**src/rtl/fetch_pkg.sv**
```systemverilog
// Shared types and defaults for the fetch sequencer and its branch LUT.
// Latency: n/a (types and constants only).
// Backpressure: n/a.
package fetch_pkg;

    typedef enum logic [1:0] {
        ST_IDLE = 2'd0,
        ST_RUN  = 2'd1,
        ST_DONE = 2'd2
    } fetch_state_t;

    localparam int A_DEF          = 10;
    localparam int L_DEF          = 4;
    localparam int START_ADDR_DEF = 0;

endpackage

```
**src/rtl/branch_lut.sv**
```systemverilog
// Branch-target register file: 2**L entries of A bits, one write port, one read port.
// Latency: write lands on the next edge; read is combinational (same-cycle write reads old data).
// Backpressure: none; a write is accepted every cycle it is enabled.
module branch_lut #(
    parameter int A = fetch_pkg::A_DEF,
    parameter int L = fetch_pkg::L_DEF
) (
    input  logic         core_clk,
    input  logic         arst_n,
    input  logic         wr_vld,
    input  logic [L-1:0] wr_idx,
    input  logic [A-1:0] wr_dat,
    input  logic [L-1:0] rd_idx,
    output logic [A-1:0] rd_dat
);

    logic [A-1:0] mem [2**L];

    always_ff @(posedge core_clk or negedge arst_n) begin
        if (!arst_n) begin
            for (int i = 0; i < 2**L; i++) begin
                mem[i] <= '0;
            end
        end else if (wr_vld) begin
            mem[wr_idx] <= wr_dat;
        end
    end

    assign rd_dat = mem[rd_idx];

endmodule

```
**src/rtl/fetch_sequencer.sv**
```systemverilog
// Program-counter controller: Start/Done handshake, sequential fetch, stall, LUT branches, halt.
// Latency: control inputs in cycle n set InstAddress in cycle n+1; Start gives RUN one edge later.
// Backpressure: Stall holds the PC for one cycle; Halt parks the PC and waits for a new Start.
module fetch_sequencer
    import fetch_pkg::*;
#(
    parameter int A          = A_DEF,
    parameter int L          = L_DEF,
    parameter int START_ADDR = START_ADDR_DEF,
    parameter int CW         = 16
) (
    input  logic          Clk,
    input  logic          Reset_n,
    input  logic          Start,
    input  logic          Halt,
    input  logic          Stall,
    input  logic          BranchTaken,
    input  logic          BranchAbs,
    input  logic [L-1:0]  BranchIdx,
    input  logic          LutWe,
    input  logic [L-1:0]  LutWaddr,
    input  logic [A-1:0]  LutWdata,
    output logic [A-1:0]  InstAddress,
    output logic          InstValid,
    output logic          Busy,
    output logic          Done,
    output logic [CW-1:0] CycleCount
);

    localparam logic [A-1:0]  START_PC = A'(START_ADDR);
    localparam logic [CW-1:0] CNT_MAX  = '1;

    fetch_state_t  state, state_nxt;
    logic [A-1:0]  pc, pc_nxt;
    logic [CW-1:0] cnt, cnt_nxt;
    logic [A-1:0]  lut_dat;

    branch_lut #(
        .A (A),
        .L (L)
    ) u_branch_lut (
        .core_clk (Clk),
        .arst_n   (Reset_n),
        .wr_vld   (LutWe),
        .wr_idx   (LutWaddr),
        .wr_dat   (LutWdata),
        .rd_idx   (BranchIdx),
        .rd_dat   (lut_dat)
    );

    always_ff @(posedge Clk or negedge Reset_n) begin
        if (!Reset_n) begin
            state <= ST_IDLE;
            pc    <= START_PC;
            cnt   <= '0;
        end else begin
            state <= state_nxt;
            pc    <= pc_nxt;
            cnt   <= cnt_nxt;
        end
    end

    always_comb begin
        state_nxt = state;
        pc_nxt    = pc;
        cnt_nxt   = cnt;
        case (state)
            ST_IDLE: begin
                pc_nxt = START_PC;
                if (Start) begin
                    state_nxt = ST_RUN;
                    cnt_nxt   = '0;
                end
            end
            ST_RUN: begin
                if (cnt != CNT_MAX) begin
                    cnt_nxt = cnt + 1'b1;
                end
                // Halt beats Stall beats branch; the halt address stays on the bus.
                if (Halt) begin
                    state_nxt = ST_DONE;
                end else if (!Stall) begin
                    if (BranchTaken) begin
                        pc_nxt = BranchAbs ? lut_dat : pc + lut_dat;
                    end else begin
                        pc_nxt = pc + 1'b1;
                    end
                end
            end
            ST_DONE: begin
                if (Start) begin
                    state_nxt = ST_RUN;
                    pc_nxt    = START_PC;
                    cnt_nxt   = '0;
                end
            end
            default: begin
                state_nxt = ST_IDLE;
                pc_nxt    = START_PC;
            end
        endcase
    end

    assign InstAddress = pc;
    assign InstValid   = (state == ST_RUN);
    assign Busy        = (state == ST_RUN);
    assign Done        = (state == ST_DONE);
    assign CycleCount  = cnt;

endmodule

```
**config.mk**
```make
export PLATFORM = sky130hd
export DESIGN_NAME = fetch_sequencer
export DESIGN_NICKNAME = d
export VERILOG_FILES = /design/src/rtl/fetch_pkg.sv /design/src/rtl/branch_lut.sv /design/src/rtl/fetch_sequencer.sv
export SDC_FILE = /design/constraint.sdc
export NUM_CORES = 1
export LEC_CHECK = 0
export ABC_AREA = 0
export CAP_MARGIN = 20
export CORE_MARGIN = 8
export CORE_UTILIZATION = 38
export DETAILED_ROUTE_END_ITERATION = 8
export GPL_ROUTABILITY_DRIVEN = 0
export MAX_ROUTING_LAYER = met4
export SLEW_MARGIN = 20
export SYNTH_ARGS = -nofsm -noshare
export SYNTH_HDL_FRONTEND = slang
export SYNTH_SLANG_ARGS = --single-unit
```
**constraint.sdc**
```tcl
create_clock -name Clk -period 4 [get_ports Clk]
set_input_delay 1 -clock Clk [delete_from_list [all_inputs] [get_ports Clk]]
set_output_delay 1 -clock Clk [all_outputs]
set_load 0.01 [all_outputs]
```
======== Word-level counts from Yosys, hierarchy flattened ========
Index checks and enable logic that the tools add are counted.
storage, ports and cells
  output and inout port bits .............. 29
  register bits after elaboration ......... 188
  logic and storage cells ................. 61
  input bits .............................. 26
cells by class
  equal/unequal tests ..................... 9
  bitwise logic cells ..................... 2
  muxes and demuxes ....................... 18
  magnitude comparators ................... 3
  add/sub/neg operators ................... 3
  reduce and logical (&&, ||, !) cells .... 7
operators with widths
  cell                                                                   number
  160-bit bitwise mux                                                    1
  10-bit two-way mux                                                     8
  10-bit binary-select mux with 4-bit select                             1
  10-bit demux with 4-bit select                                         1
  16-bit two-way mux                                                     2
  16-bit case mux with 2 select lines                                    1
  10-bit case mux with 2 select lines                                    1
  16-bit by 1-bit adder with 16-bit output, second input constant        1
  16-bit != test, second input constant                                  1
  10-bit by 1-bit adder with 10-bit output, second input constant        1
  10-bit adder                                                           1
  5-bit >= comparator, second input constant                             2
  4-bit inverter with 5-bit output                                       2
  2-bit != test, second input constant                                   4
  3-bit AND reduction                                                    2
  5-bit by 1-bit < comparator with 1-bit output, second input constant   1
  2-bit two-way mux                                                      2
  2-bit by 1-bit != test with 1-bit output, second input constant        2
  2-bit case mux with 2 select lines                                     1
  2-bit by 1-bit equality test with 1-bit output, second input constant  1
  2-bit equality test, second input constant                             1
  2-bit zero test                                                        1
  2-bit AND reduction                                                    1
  2-bit nonzero test                                                     1
  2 further kinds                                                        2

======== Depth between registers and ports, before layout ========
Gate-level depths: netlist of run 1.
  depth in word-level cells ............... 10
  gate-level depth with buffers ........... 15
  gate-level depth less buffers ........... 13

======== Hierarchy ========
From an unflattened synthesis of run 1, not the netlist that was laid out.
unflattened totals
  cell total of the unflattened synthesis .. 688
  area total of the unflattened synthesis .. 9,366.5 um^2
modules (own cells, without submodules)
  module           area each (um^2)  cells each  instances  seq. area each (um^2)
  branch_lut       7,285.7           449         1          4,003.8
  fetch_sequencer  2,080.7           239         1          700.7

======== Worst setup path before layout of run 1 ========
Ideal clock, no wire load.
  path kind ............................... input-to-reg
  from .................................... input BranchIdx[0]
  to ...................................... register pc[7] (netlist: InstAddress[7])
  arrival ................................. 3.542 ns
  buffers on the path ..................... 1
  slack ................................... 0.333 ns
  required time ........................... 3.875 ns
  library setup time ...................... 0.125 ns
  stages on the path ...................... 10
  cells stage by stage .................... buf_6 > mux4_2 > mux4_2 > ha_1 > a211oi_1 > o21bai_1 > a2111o_1 > o311a_1 > mux2i_1 > o21ai_1
on the way
  word-level cells in the longest chain between the ends .. 10
RTL lines
  what                                                      line                   source
  start, declared                                           fetch_sequencer.sv:19  input logic [L-1:0] BranchIdx,
  4-bit inverter with 5-bit output (not written as such) *  branch_lut.sv:29       assign rd_dat = mem[rd_idx];
  10-bit binary-select mux with 4-bit select *              branch_lut.sv:29
  10-bit two-way mux (not written as such) * (2 in series)  branch_lut.sv:29
  10-bit adder                                              fetch_sequencer.sv:84  pc_nxt = BranchAbs ? lut_dat : pc + lut_dat;
  10-bit two-way mux *                                      fetch_sequencer.sv:84
  10-bit two-way mux *                                      fetch_sequencer.sv:83  if (BranchTaken) begin
  10-bit two-way mux *                                      fetch_sequencer.sv:82  end else if (!Stall) begin
  10-bit two-way mux *                                      fetch_sequencer.sv:80  if (Halt) begin
  10-bit case mux with 2 select lines *                     fetch_sequencer.sv:67  case (state)
  end signal, assigned                                      fetch_sequencer.sv:58  pc <= pc_nxt;
  end, declared                                             fetch_sequencer.sv:34  logic [A-1:0] pc, pc_nxt;
Mark *: on every way between the ends. The rest lies on a longest branch, timed or not. The select of a mux whose other input is x is not followed.
A chain may end at the register's enable or synchronous reset.

======== Worst setup path in the final report of run 1 ========
  from .................................... input BranchIdx[2]
  to ...................................... register pc[9] (netlist: InstAddress[9])
Same word-level chain as after synthesis.

==> results of run 1 <==
## through the flow
step / setup TNS, ns / instances / hold WS (ns) / instance area, sq um / power (W)
global route: 0 / 1105 / 0.517 / 11200 / 0.00565
CTS: 0 / 1105 / 0.496 / 11200 / 0.00542
finish: 0 / 1105 / 0.491 / 11200 / 0.00537
global placement: -0.0357 / 1073 / 0.466 / 10600 / 0.00367
floorplan: 0 / 684 / 0.457 / 9400 / 0.00330
detailed placement: -0.0675 / 1073 / 0.479 / 10600 / 0.00374
## power by group through the flow
stage,logic (W),clock network [W],registers (W)
after floorplan,0.000815,0,0.00248
after global placement,0.00114,0,0.00253
after detailed placement,0.00118,0,0.00256
after CTS,0.00119,0.00170,0.00253
after global routing,0.00128,0.00178,0.00258
final,0.00118,0.00166,0.00253
## cell type report
class                      instances  area, sq um
sequential                       188         4700
clock inverter                    13          126
inverter                           7         26.3
tap                              324          405
clock buffer                      19          453
timing repair buffer             101          972
fill                            2125        13100
multi-input combinational        453         4490
## per-layer routing
metal | track usage | share of wire | routed length, um
met5 | - | 0 | 0
met4 | 0.0499 | 0.023 | 542
met3 | 0.0342 | 0.045 | 1070
met2 | 0.265 | 0.49 | 11500
met1 | 0.214 | 0.45 | 10600
## final timing paths
kind                                            from                   end  slack (ns)  cells past startpoint
worst max-delay path                    BranchIdx[2]        InstAddress[9]        0.35                     12
max in group asynchronous                    Reset_n  u_branch_lut.mem[89]        2.32                      2
worst min-delay path            u_branch_lut.mem[70]  u_branch_lut.mem[70]        0.49                      1
worst min register to register  u_branch_lut.mem[70]  u_branch_lut.mem[70]        0.49                      1
worst max register to register  u_branch_lut.mem[41]        InstAddress[7]        0.92                      9
min in group asynchronous                    Reset_n        CycleCount[15]        0.65                      1
## registers in the layout, indices dropped and copies added (netlist names)
name	flops
u_branch_lut.mem	160
CycleCount	16
InstAddress	10
state	2
## kinds of logic after synthesis
kind of cell    share of synthesized area
simple gates                       0.0772
buf+inv                            0.0222
xor+xnor                           0.0242
fa+ha+maj                          0.0168
compound gates                     0.0498
flops                               0.500
mux                                 0.310
## synthesized netlist by cell type (11+ instances only)
library cell / number
sky130_fd_sc_hd__ha_1: 11
sky130_fd_sc_hd__nand2_1: 26
sky130_fd_sc_hd__nor2_1: 29
sky130_fd_sc_hd__buf_2: 11
sky130_fd_sc_hd__mux2_2: 140
sky130_fd_sc_hd__a21oi_1: 17
sky130_fd_sc_hd__mux2_1: 22
sky130_fd_sc_hd__clkbuf_1: 19
sky130_fd_sc_hd__mux2i_1: 11
sky130_fd_sc_hd__mux4_2: 41
sky130_fd_sc_hd__dfrtp_1: 188
sky130_fd_sc_hd__nand3_1: 14
sky130_fd_sc_hd__xor2_1: 20
==> results_dict.tcl, run 1 <==
set metrics [dict create \
    grt_setup_unrepaired "false" \
    cpLargestDelayFamily "buffers and inverters" \
    ioPinCount 55 \
    endpoint_kind "register" \
    syn-cell-area_sq_um 9400 \
    pwr-share-seq 0.472 \
    post_route_cells_drive_above_1_share 0.357 \
    drt_pass1_iterations 5 \
    drt_iter0_markers 466 \
    die_h_um 173 \
    worst-path-max-fanout 16 \
    ys_ff_latch 188 \
    clock_tree.root_cell "sky130_fd_sc_hd__clkbuf_16" \
    wl_per_cell_um 21.4 \
    num_vias 6150 \
    slew_viol_final 0 \
    cp_data_required_time_ns 4.31 \
    port_buf_inserts 54 \
    grt_pass1_vias 6664 \
    cts_max_path_buffers 2 \
    internal_power_w 0.00385 \
    least_margin_pin_slew_ns 0.976 \
    fmax_mhz 274 \
    worst_ep_arrival_time_ns 3.96 \
    asyncSetResetFlopFracSynth 1.00 \
    drc_errors 0 \
    p_clk_frac 0.309 \
    tritoncts_num_sinks 188 \
    vias_per_cell 5.57 \
    number_of_antenna_violations_at_the_first_check_in_global_routing 0 \
    grt_max_degree 90 \
    die_x_um 173 \
    post_synth.cell_area_avg_sq_um 13.7 \
    setup.worst_path.start_class "input pin" \
    fin_nets 806 \
    overflow 0 \
    grt.total_usage 0.167 \
    design.core.area_sq_um 24300 \
    die_outline_area_sq_um 30000 \
    power_per_cell_area_nw_per_um2 480 \
    layout.cells.most_common_list "188 x sky130_fd_sc_hd__dfrtp_1, 140 x sky130_fd_sc_hd__mux2_2, 51 x sky130_fd_sc_hd__clkdlybuf4s50_1" \
    static-leakage-power_nw 4.78 \
    outcome "finished clean" \
    cts_hold_buffers 0 \
    netlist_top_cells_area "sky130_fd_sc_hd__dfrtp_1 50%, sky130_fd_sc_hd__mux2_2 17%, sky130_fd_sc_hd__mux4_2 9.8%" \
    worst_hold_path_type "register to register" \
    critical_path_buf_inv_count 3 \
    critical_path_class "input pin to register" \
    number_of_enable_flip_flop_cells_after_synthesis 0 \
    row_count 57 \
    timing.final.setup_violations 0 \
    postcts_resize_cnt 0 \
    dp.final_hpwl_mm 16.3 \
    min_period_ns 3.65 \
    area.growth.synth_to_final_pct 18.9 \
    synth_cell_type_count 59 \
    synth_top_area_cell "sky130_fd_sc_hd__dfrtp_1" \
    tritoncts "done" \
    final.period_utilization 0.912 \
    final_ant_viol_nets 0 \
    power.switching_w 0.00152 \
    cap_violations 0 \
    post-place-ws_ns -0.0675 \
    initial_core_util 0.387 \
    sequential_element_share_of_the_synthesized_area 0.500 \
    cp_slowest_stage_delay_ns 0.51 \
    crit_path_cell_trace "clkdlybuf4s50_1 -> buf_12 -> mux4_2 -> mux4_2 -> ha_1 -> buf_4 -> nand4_1 -> nor3_1 -> nor2_1 -> a211oi_1 -> a32o_1 -> nor2_1" \
    clk_pin_slew_worst_paths_ns 0.07 \
    critPathSlowestCell "sky130_fd_sc_hd__mux4_2" \
    synth_cells 684 \
    slew_headroom 0.348 \
    finalClockSkew_ns 0.0124 \
    switching_share 0.284 \
    antenna_cells 0 \
    clock_insertion_delay_worst_skew_ns 0.43 \
    clock_tree.htree_level_count 4 \
    post-synth-top-area-fraction 0.500 \
    totalWireLength_mm 23.7 \
    grt_pass1_wl_mm 38.8 \
    syn-num-nets 722 \
    cts-buffers-inserted 17 \
    most_common_cell_after_layout_fill_and_taps_aside "sky130_fd_sc_hd__dfrtp_1" \
    p_comb_frac 0.219 \
    timing.final.hold_violations 0 \
    post_cts.repair.setup_buffers 0 \
    fin_util 0.460 \
    ys_dominant_reg_cell "sky130_fd_sc_hd__dfrtp_1" \
    final.setup.worst_slack_ns 0.352 \
    ir_worst_vdd_v 0.000237 \
    number_of_warnings_reported_in_the_yosys_synthesis_log 0 \
]
(Power assumes the default switching activity.)
==> inputs of run 2 (changes only) <==
--- a/config.mk
+++ b/config.mk
@@ -7,6 +7,7 @@
 export LEC_CHECK = 0
 export ABC_AREA = 0
 export CAP_MARGIN = 20
+export CORE_ASPECT_RATIO = 1.5
 export CORE_MARGIN = 8
 export CORE_UTILIZATION = 38
 export DETAILED_ROUTE_END_ITERATION = 8
==> results_dict.tcl, run 2 (synthesis gave the netlist of run 1 again) <==
set metrics [dict create \
    static-leakage-power_nw 4.77 \
    worst_r2r_endpoint "InstAddress[7]" \
    grt_max_degree 112 \
    crit_top_cell "sky130_fd_sc_hd__a211oi_1" \
    maxUsedRoutingLayer "met4" \
    whs_path_depth 1 \
    cpLargestDelayFamily "compound AO/OA/AOI/OAI gates" \
    layoutNonFillerInstCount 1105 \
    antenna_cells 0 \
    port_buf_inserts 54 \
    post_route_cells_drive_above_1_share 0.356 \
    postcts_resize_cnt 0 \
    top_register "u_branch_lut.mem" \
    layout.cells.most_common_list "188 x sky130_fd_sc_hd__dfrtp_1, 140 x sky130_fd_sc_hd__mux2_2, 51 x sky130_fd_sc_hd__clkdlybuf4s50_1" \
    crit_path_cell_trace "clkdlybuf4s50_1 -> buf_12 -> mux4_2 -> nor2b_1 -> a211oi_1 -> a21oi_1 -> ha_1 -> a211oi_1 -> o21bai_1 -> a2111o_1 -> o311a_1 -> mux2i_1 -> o21ai_1" \
    met3RoutedLength_um 922 \
    timing.final.setup_violations 0 \
    final.fill_count 2195 \
    ioPinCount 55 \
    dp.final_hpwl_mm 16.4 \
    overflow 0 \
    reg2reg_setup_slack_ns 0.85 \
    slew_headroom 0.392 \
    endpoint_kind "register" \
    grt.total_usage 0.171 \
    clock_tree.htree_level_count 4 \
    die_x_um 144 \
    num_vias 6086 \
    fmax_mhz 272 \
    tritoncts "done" \
    grt_setup_unrepaired "false" \
    cts-buffers-inserted 17 \
    cp_slowest_stage_delay_ns 0.51 \
    row_count 70 \
    place.detailed.instances 1073 \
    least_margin_pin_slew_ns 0.912 \
    hp-start "u_branch_lut.mem[113]" \
    post_cts.repair.setup_buffers 0 \
    critPathSlowestCell "sky130_fd_sc_hd__clkdlybuf4s50_1" \
    grt_pass1_vias 6770 \
    slew_viol_final 0 \
    worst-path-max-fanout 18 \
    critical_path_class "input pin to register" \
    clock_insertion_delay_worst_skew_ns 0.44 \
    final.period_utilization 0.919 \
    die_outline_area_sq_um 30100 \
    wl_met2_mm 12.4 \
    min_period_ns 3.68 \
    final_ant_viol_nets 0 \
    finalClockSkew_ns 0.0119 \
    clk_pin_slew_worst_paths_ns 0.08 \
    worstHoldEndpoint "u_branch_lut.mem[113]" \
    design.core.area_sq_um 24300 \
    ir_worst_vdd_v 0.000304 \
    area.growth.synth_to_final_pct 18.8 \
    tritoncts_num_sinks 188 \
    totalWireLength_mm 23.7 \
    cp_data_required_time_ns 4.33 \
    worst_hold_path_type "register to register" \
    layout.cell_area.non_filler_sq_um 11200 \
    timing.final.hold_violations 0 \
    vias_per_cell 5.51 \
    ff_to_ff_path_depth 9 \
    critical_path_buf_inv_count 2 \
    worst_ep_arrival_time_ns 4.00 \
    clock_tree.root_cell "sky130_fd_sc_hd__clkbuf_16" \
    setup.worst_path.start_class "input pin" \
    number_of_antenna_violations_at_the_first_check_in_global_routing 0 \
    drc_errors 0 \
    drt_pass1_iterations 4 \
    dpl-instance-area_sq_um 10600 \
    power_per_cell_area_nw_per_um2 476 \
    die_h_um 209 \
    cts_max_path_buffers 2 \
    wl_per_cell_um 21.4 \
    most_common_cell_after_layout_fill_and_taps_aside "sky130_fd_sc_hd__dfrtp_1" \
    initial_core_util 0.386 \
    cap_violations 0 \
    cts_hold_buffers 0 \
    fin_nets 806 \
    worstReg2RegStart "u_branch_lut.mem[121]" \
    grt_pass1_wl_mm 38.2 \
    wl_met1_mm 9.75 \
    outcome "finished clean" \
    drt_iter0_markers 267 \
    largest_register_ffs 160 \
    fin_tns_setup_ns 0 \
]
-- run 2: power breakdown --
part,leakage [nW],switching [W],internal (W)
Clock,0.272,0.000731,0.000906
Combinational,2.15,0.000474,0.000684
Sequential,2.35,0.000226,0.00230
Total,4.77,0.00143,0.00389
-- run 2: layout make-up --
type                    instances  area, sq um  area share
clock inverters                10         90.1     0.00807
multi-input cells             453         4490       0.402
flip-flops and latches        188         4700       0.421
repair buffers                101          975      0.0873
inverters                       7         26.3     0.00235
clock buffers                  22          474      0.0425
well taps                     324          405      0.0363
-- run 2: stage by stage --
step / util / setup WS (ns) / hold slack (ns) / power, W
finish: 0.459 / 0.323 / 0.492 / 0.00532
floorplan: - / 0.333 / 0.457 / 0.00330
detailed placement: 0.435 / -0.0653 / 0.475 / 0.00373
global route: 0.459 / 0.0761 / 0.511 / 0.00560
global placement: 0.435 / -0.0128 / 0.467 / 0.00365
CTS: 0.459 / 0.410 / 0.491 / 0.00537
-- run 2: per-layer routing --
metal  vias up  track usage
li1       2721            -
met1      3187        0.200
met2       137        0.285
met3        41       0.0345
met4         0       0.0598
met5         -            -
-- run 2: worst max path at each step --
| stage | start | endpoint | slack [ns] | cells after the start |
|---|---|---|---|---|
| 2_1_floorplan | BranchIdx[0] | InstAddress[7] | 0.33 | 10 |
| 3_3_place_gp | BranchIdx[2] | InstAddress[9] | -0.01 | 13 |
| 3_5_place_dp | BranchIdx[2] | InstAddress[7] | -0.07 | 13 |
| 4_1_cts | BranchIdx[2] | InstAddress[7] | 0.41 | 13 |
| 5_1_grt | BranchIdx[2] | InstAddress[7] | 0.08 | 13 |
| 6_report | BranchIdx[2] | InstAddress[7] | 0.32 | 13 |
-- run 2: worst reg2reg max path: cells and delay by family, from the launching register on --
kind | cells | cell delay, ns
compound gates | 5 | 1.19
flops | 1 | 0.38
fa+ha+maj | 1 | 0.31
mux | 3 | 1.16
==> inputs of run 3 (changes only) <==
--- a/config.mk
+++ b/config.mk
@@ -5,7 +5,6 @@
 export SDC_FILE = /design/constraint.sdc
 export NUM_CORES = 1
 export LEC_CHECK = 0
-export ABC_AREA = 0
 export CAP_MARGIN = 20
 export CORE_ASPECT_RATIO = 1.5
 export CORE_MARGIN = 8
==> results of run 3 <==
The final DEF is identical to that of run 2; final timing and power are the same.
